==> config.mk <==
export PLATFORM = sky130hd
export DESIGN_NAME = rv_ifu
export DESIGN_NICKNAME = d
export VERILOG_FILES = /design/src/rtl/rv_ifu.sv
export SDC_FILE = /design/constraint.sdc
export NUM_CORES = 1
export LEC_CHECK = 0
export CORE_MARGIN = 2
export CORE_UTILIZATION = 25
export CTS_BUF_LIST = sky130_fd_sc_hd__clkbuf_4 sky130_fd_sc_hd__clkbuf_8
export CTS_CLUSTER_SIZE = 40
export DETAILED_ROUTE_END_ITERATION = 10
export SYNTH_ARGS = -nofsm -noshare
export SYNTH_HDL_FRONTEND = slang
export SYNTH_SLANG_ARGS = --single-unit
==> constraint.sdc <==
create_clock -name clk -period 7.46 [get_ports clk]
set_input_delay 1.492 -clock clk [delete_from_list [all_inputs] [get_ports clk]]
set_output_delay 1.492 -clock clk [all_outputs]
set_load 0.03 [all_outputs]
==> src/rtl/rv_ifu.sv <==
`default_nettype none
// ==== rv_ifu : single-outstanding instruction fetch unit producing the IF->ID message ====
// ==== rev 1.0                                                                        ====
module rv_ifu #(
  parameter int          WIDTH       = 32,
  parameter logic [31:0] RESET_PC    = 32'h8000_0000,
  parameter int          IF_ID_WIDTH = 64
) (
  input  logic                   clk,
  input  logic                   rst,
  input  logic                   fetch_en,
  output logic                   imem_req,
  output logic [WIDTH-1:0]       imem_addr,
  input  logic                   imem_gnt,
  input  logic                   imem_rvalid,
  input  logic [WIDTH-1:0]       imem_rdata,
  input  logic                   redirect_valid,
  input  logic [WIDTH-1:0]       redirect_pc,
  output logic                   if_id_valid,
  input  logic                   if_id_ready,
  output logic [IF_ID_WIDTH-1:0] IF_ID_message,
  output logic [31:0]            fetch_count
);

  localparam logic [1:0] S_IDLE = 2'd0;
  localparam logic [1:0] S_REQ  = 2'd1;
  localparam logic [1:0] S_WAIT = 2'd2;
  localparam logic [1:0] S_HOLD = 2'd3;

  logic [1:0]             r_state;
  logic [WIDTH-1:0]       r_pc;
  logic                   r_kill;
  logic [IF_ID_WIDTH-1:0] r_msg;
  logic [31:0]            r_count;

  logic [WIDTH-1:0]       w_redirect_pc;
  logic [1:0]             w_resume;

  assign w_redirect_pc = redirect_pc & ~(WIDTH'(3));
  assign w_resume      = fetch_en ? S_REQ : S_IDLE;

  assign imem_req      = (r_state == S_REQ);
  assign imem_addr     = r_pc;
  assign if_id_valid   = (r_state == S_HOLD);
  assign IF_ID_message = r_msg;
  assign fetch_count   = r_count;

  // Redirect outranks every other event; a granted or outstanding fetch is marked stale via r_kill.
  always_ff @(posedge clk or posedge rst) begin
    if (rst) begin
      r_state <= S_IDLE;
      r_pc    <= RESET_PC[WIDTH-1:0];
      r_kill  <= 1'b0;
      r_msg   <= '0;
    end else begin
      case (r_state)
        S_IDLE: begin
          if (redirect_valid) begin
            r_pc <= w_redirect_pc;
          end else if (fetch_en) begin
            r_state <= S_REQ;
          end
        end
        S_REQ: begin
          if (redirect_valid) begin
            r_pc <= w_redirect_pc;
            if (imem_gnt) begin
              r_state <= S_WAIT;
              r_kill  <= 1'b1;
            end
          end else if (imem_gnt) begin
            r_state <= S_WAIT;
          end
        end
        S_WAIT: begin
          if (redirect_valid) begin
            r_pc <= w_redirect_pc;
            if (imem_rvalid) begin
              r_kill  <= 1'b0;
              r_state <= w_resume;
            end else begin
              r_kill <= 1'b1;
            end
          end else if (imem_rvalid) begin
            if (r_kill) begin
              r_kill  <= 1'b0;
              r_state <= w_resume;
            end else begin
              r_msg   <= {r_pc, imem_rdata};
              r_pc    <= r_pc + WIDTH'(4);
              r_state <= S_HOLD;
            end
          end
        end
        default: begin
          if (redirect_valid) begin
            r_pc    <= w_redirect_pc;
            r_state <= w_resume;
          end else if (if_id_ready) begin
            r_state <= w_resume;
          end
        end
      endcase
    end
  end

  // A handshake coinciding with a redirect in HOLD still counts as delivered.
  always_ff @(posedge clk or posedge rst) begin
    if (rst) begin
      r_count <= 32'd0;
    end else if ((r_state == S_HOLD) && if_id_ready) begin
      r_count <= r_count + 32'd1;
    end
  end

endmodule
`default_nettype wire

* Word-level counts from Yosys, hierarchy flattened
Cells that the tools add are included.
** Word-level totals
- Logic and storage cells :: 51
- Register bits :: 131
- Input bits :: 71
** Cells by class
- Add/subtract/negate cells :: 2
- Equality and inequality tests :: 10
- Reductions and logical operators :: 10
- Bitwise logic cells :: 2
- Multiplexer cells :: 22
** Operator list (number)
- two-way mux 32 bit :: 5
- adder 32 x 1 -> 32 bit, second input constant :: 1
- adder 32 x 3 -> 32 bit, second input constant :: 1
- two-way mux 2 bit :: 9
- inequality test 2 bit, second input constant :: 4
- AND reduction 4 bit :: 2
- two-way mux 1 bit :: 6
- case mux 2 bit (3 select lines) :: 1
- nonzero test 2 bit :: 3
- AND reduction 5 bit :: 1
- nonzero test 5 bit :: 1
- equality test 2 bit, second input constant :: 2
- inequality test 2 x 1 -> 1 bit, second input constant :: 2
- inequality test 3 bit, second input constant :: 1
- AND reduction 3 bit :: 1
- equality test 2 x 1 -> 1 bit, second input constant :: 1
- logical NOT 2 bit :: 1
- NOT 1 bit :: 2
- case mux 1 bit (2 select lines) :: 1
- logical AND 1 bit :: 1

* Longest topological paths before layout
- Depth in word-level cells :: 5
- Mapped depth :: 7

* Worst setup path after synthesis
OpenSTA, ideal clock, no wires.
- Path kind :: input-to-reg
- From :: in redirect_valid
- To :: reg r_pc[28] (netlist: imem_addr[28])
- Cell stages on the path :: 6
- Data arrival time :: 2.691 ns
- Required time :: 7.396 ns
- Setup slack :: 4.704 ns
- Cells stage by stage :: buf_6 -> or3b_1 -> buf_2 -> a2111o_1 -> nor4_1 -> a211o_1
** On the way
- Longest elaborated chain between the ends :: 2
** RTL lines
- start, declared :: RTL line 17 : input logic redirect_valid,
- inequality test 2 bit (no line), or another cell as far along
- AND reduction 3 bit (no line) / two-way mux 32 bit (equally long branches)
- end signal, assigned :: RTL line 52 : r_pc <= RESET_PC[WIDTH-1:0];
- end signal, assigned :: RTL line 59 : r_pc <= w_redirect_pc;
- end signal, assigned :: RTL line 66 : r_pc <= w_redirect_pc;
- end, declared :: RTL line 31 : logic [WIDTH-1:0] r_pc;
Parallel ways exist; a longest one is shown, timed or not.
A chain may end at the register's enable or synchronous reset.

* Worst setup path in the final report
- From :: in redirect_valid
- To :: reg r_pc[22] (netlist: imem_addr[22])
The elaborated chain is that of the path after synthesis.

==> run metrics <==
Core Box Area 24200 um^2; Reg power frac 0.358; Comb power frac 0.417; Initial Util 0.254; die area 25900 um^2; Post-synth top flop dfrtp_1; synth top area cells dfrtp_1, mux2_2, xnor2_1; Root Driver clkbuf_8; Clock Power Share 0.224; # setup viols final 0; Post-Place Setup Slack 3.21 ns; Hold Crit Class register to register; Area Growth Syn to Fin 43.4%; final hold vios 0; share of the synthesized area in the top cell type 0.512; P_leak 3.57 nW; Via Count 5170; FF+latch count, synth 127; DR DRC count 0; CTS Buf Count 17; Highest Clock Rate 269 MHz; Post-synth EDFFs 0; initial antenna violation count 1; sequential element share of the synthesized area 0.517; largest area contributor in the netlist dfrtp_1; Reg clk slew, reported paths 0.08 ns; RSZ-0062 raised after global routing false; # IOs 201; gr usage total 0.145; Tmin final 3.71 ns; drt first pass iters 4; DP HPWL 12.7 mm; # hold bufs at CTS 0; routed length per instance 17.0 um; first-pass GRT wire length 29.6 mm; Sw Share 0.392; routed wl met2 8.42 mm; final instance area 8820 um^2; worst vdd ir 0.000109 V; Final #Nets 814; Int Pwr 1.82 mW; slowest CP cell or4_1; maxcap violations 0; Synth async-reset ratio 1.00; Startpoint Class input port; Setup Buffers After CTS 0; Slew Limit Fails 0; placed instance area 8380 um^2; Net Sw Power 1.18 mW; Syn Inst Count 555; worst slew pin tran 1.25 ns; detail-routed via count per cell 4.79; ratio of cells with drive above 1 in the final layout 0.147; outcome finished clean; CTS tree done; CP Data Required Time 7.82 ns; CP peak stage delay 0.70 ns; IO Port Bufs 194; largest net degree at the start of global routing 79; worst skew pair latency 0.44 ns; DIE HEIGHT 161 um; remaining antenna violation count after routing 0; worst relative slew slack 0.166; metal3 WL 1.33 mm; Critical Path Fanout Max 75; Worst Skew 0.0160 ns; Die Width 161 um; critical path arrival 4.08 ns; crit path kind input port to register; crit end category register; Avg Cell Area, Syn 11.1 um^2; Post-Route Setup TNS 0 ns; Ys Warns 0; DRT iter0 DRCs 233; deepest clock path buffer count 2; Cell Area, Synth 6150 um^2; cts repair resizes 0; Remaining Overflow, GRT 0; top layer in use met4; number of global-route vias before repair 5163; Power per Cell Area 340 nW/um^2; row cnt 57; CTS Sinks 127; # H-tree levels 4; cells along the critical path clkdlybuf4s50_1, buf_4, nor2_1, nand2_4, or4_1, o211ai_1; final core utilization 0.364; fin crit share 0.498; gpl congestion 0.854; Setup WS post-layout 3.75 ns; M1 WL 8.21 mm; Distinct cells, synth 67; routed wire length 18.3 mm
==> state kept, by name, indices dropped and copies added, names as in the netlist <==
name and flops:
r_kill 1, imem_addr 30, r_state 2, IF_ID_message 62, fetch_count 32
==> worst paths after layout <==
kind | to | cells after the start | slack, ns | startpoint
min in group asynchronous | IF_ID_message[34] | 2 | 1.55 | rst
max in group asynchronous | IF_ID_message[37] | 3 | 4.69 | rst
max reg2reg | imem_addr[22] | 4 | 4.92 | r_state[0]
max | imem_addr[22] | 6 | 3.75 | redirect_valid
min | IF_ID_message[48] | 2 | 0.48 | IF_ID_message[48]
min reg2reg | IF_ID_message[48] | 2 | 0.48 | IF_ID_message[48]
==> critical path, delay by kind of cell <==
| family | cells | cell delay, ns |
|---|---|---|
| buffers and inverters | 2 | 0.62 |
| AND/OR/NAND/NOR | 3 | 1.77 |
| AO/OA/AOI/OAI | 1 | 0.16 |
==> final cells by class <==
| type | instances | area [um^2] |
|---|---|---|
| clock inverters | 9 | 130 |
| diodes | 1 | 2.50 |
| inverters | 9 | 38.8 |
| multi-input cells | 389 | 2790 |
| clock buffers | 23 | 310 |
| flip-flops and latches | 127 | 3180 |
| repair buffers | 197 | 1960 |
| fillers | 2451 | 15400 |
| well taps | 324 | 405 |
==> metrics by stage <==
| stage | hold slack [ns] | instances | power, mW |
|---|---|---|---|
| final | 0.485 | 1079 | 3.00 |
| after global routing | 0.515 | 1079 | 3.17 |
| after CTS | 0.490 | 1078 | 3.04 |
| after detailed placement | 0.470 | 1046 | 2.35 |
| after global placement | 0.463 | 1046 | 2.34 |
| after floorplan | 0.513 | 558 | 1.79 |
==> cells in the final DEF, fill, tap and decap left out, drive strengths merged, types with 4 or more instances in the layout <==
cell type / synthesis / final
a21o: 6 / 6
a21oi: 12 / 12
a22oi: 6 / 6
a311oi: 5 / 5
and2: 6 / 6
and3: 10 / 10
and4: 7 / 7
clkbuf: 10 / 23
clkdlybuf4s50: 0 / 194
clkinvlp: 0 / 4
conb: 1 / 4
dfrtp: 126 / 126
inv: 9 / 9
mux2: 57 / 57
nand2: 47 / 47
nand3: 35 / 35
nand4: 27 / 27
nor2: 26 / 26
nor3: 14 / 14
nor4: 12 / 12
o211ai: 4 / 4
o21ai: 21 / 21
o22ai: 5 / 5
o311ai: 4 / 4
or3: 4 / 4
xnor2: 29 / 29
==> logic make-up (layout without fill, tap and decap cells) <==
family          after synthesis  in the layout  share of synthesized area
simple gates                204            204                      0.191
flops                       127            127                      0.517
compound gates               90             90                      0.102
mux                          58             58                      0.108
buf+inv                      42            238                     0.0333
xor+xnor                     31             31                     0.0441
fa+ha+maj                     2              2                    0.00407
other cells                   1              5                   0.000609
==> cell usage after synthesis (7+ instances only) <==
library cell / instances
a21oi_1: 12
and3_1: 10
buf_2: 17
clkbuf_1: 10
dfrtp_1: 126
inv_1: 9
mux2_2: 57
nand2_1: 47
nand3_1: 34
nand4_1: 23
nor2_1: 26
nor3_1: 13
nor4_1: 7
o21ai_0: 21
xnor2_1: 29
==> per-layer routing <==
layer  vias up  global-route usage
met5         -                   0
met4         0              0.0483
met3        21              0.0465
met2       168               0.223
met1      2559               0.194
li1       2422                   -
==> power by group through the flow <==
stage	sequential (mW)	clock [mW]	combinational, mW
after floorplan	1.43	0	0.368
after CTS	1.08	0.699	1.27
after global placement	1.08	0	1.26
final	1.08	0.673	1.25
after detailed placement	1.09	0	1.26
after global routing	1.11	0.727	1.32
No activity file was read; power rests on OpenSTA's default activity.
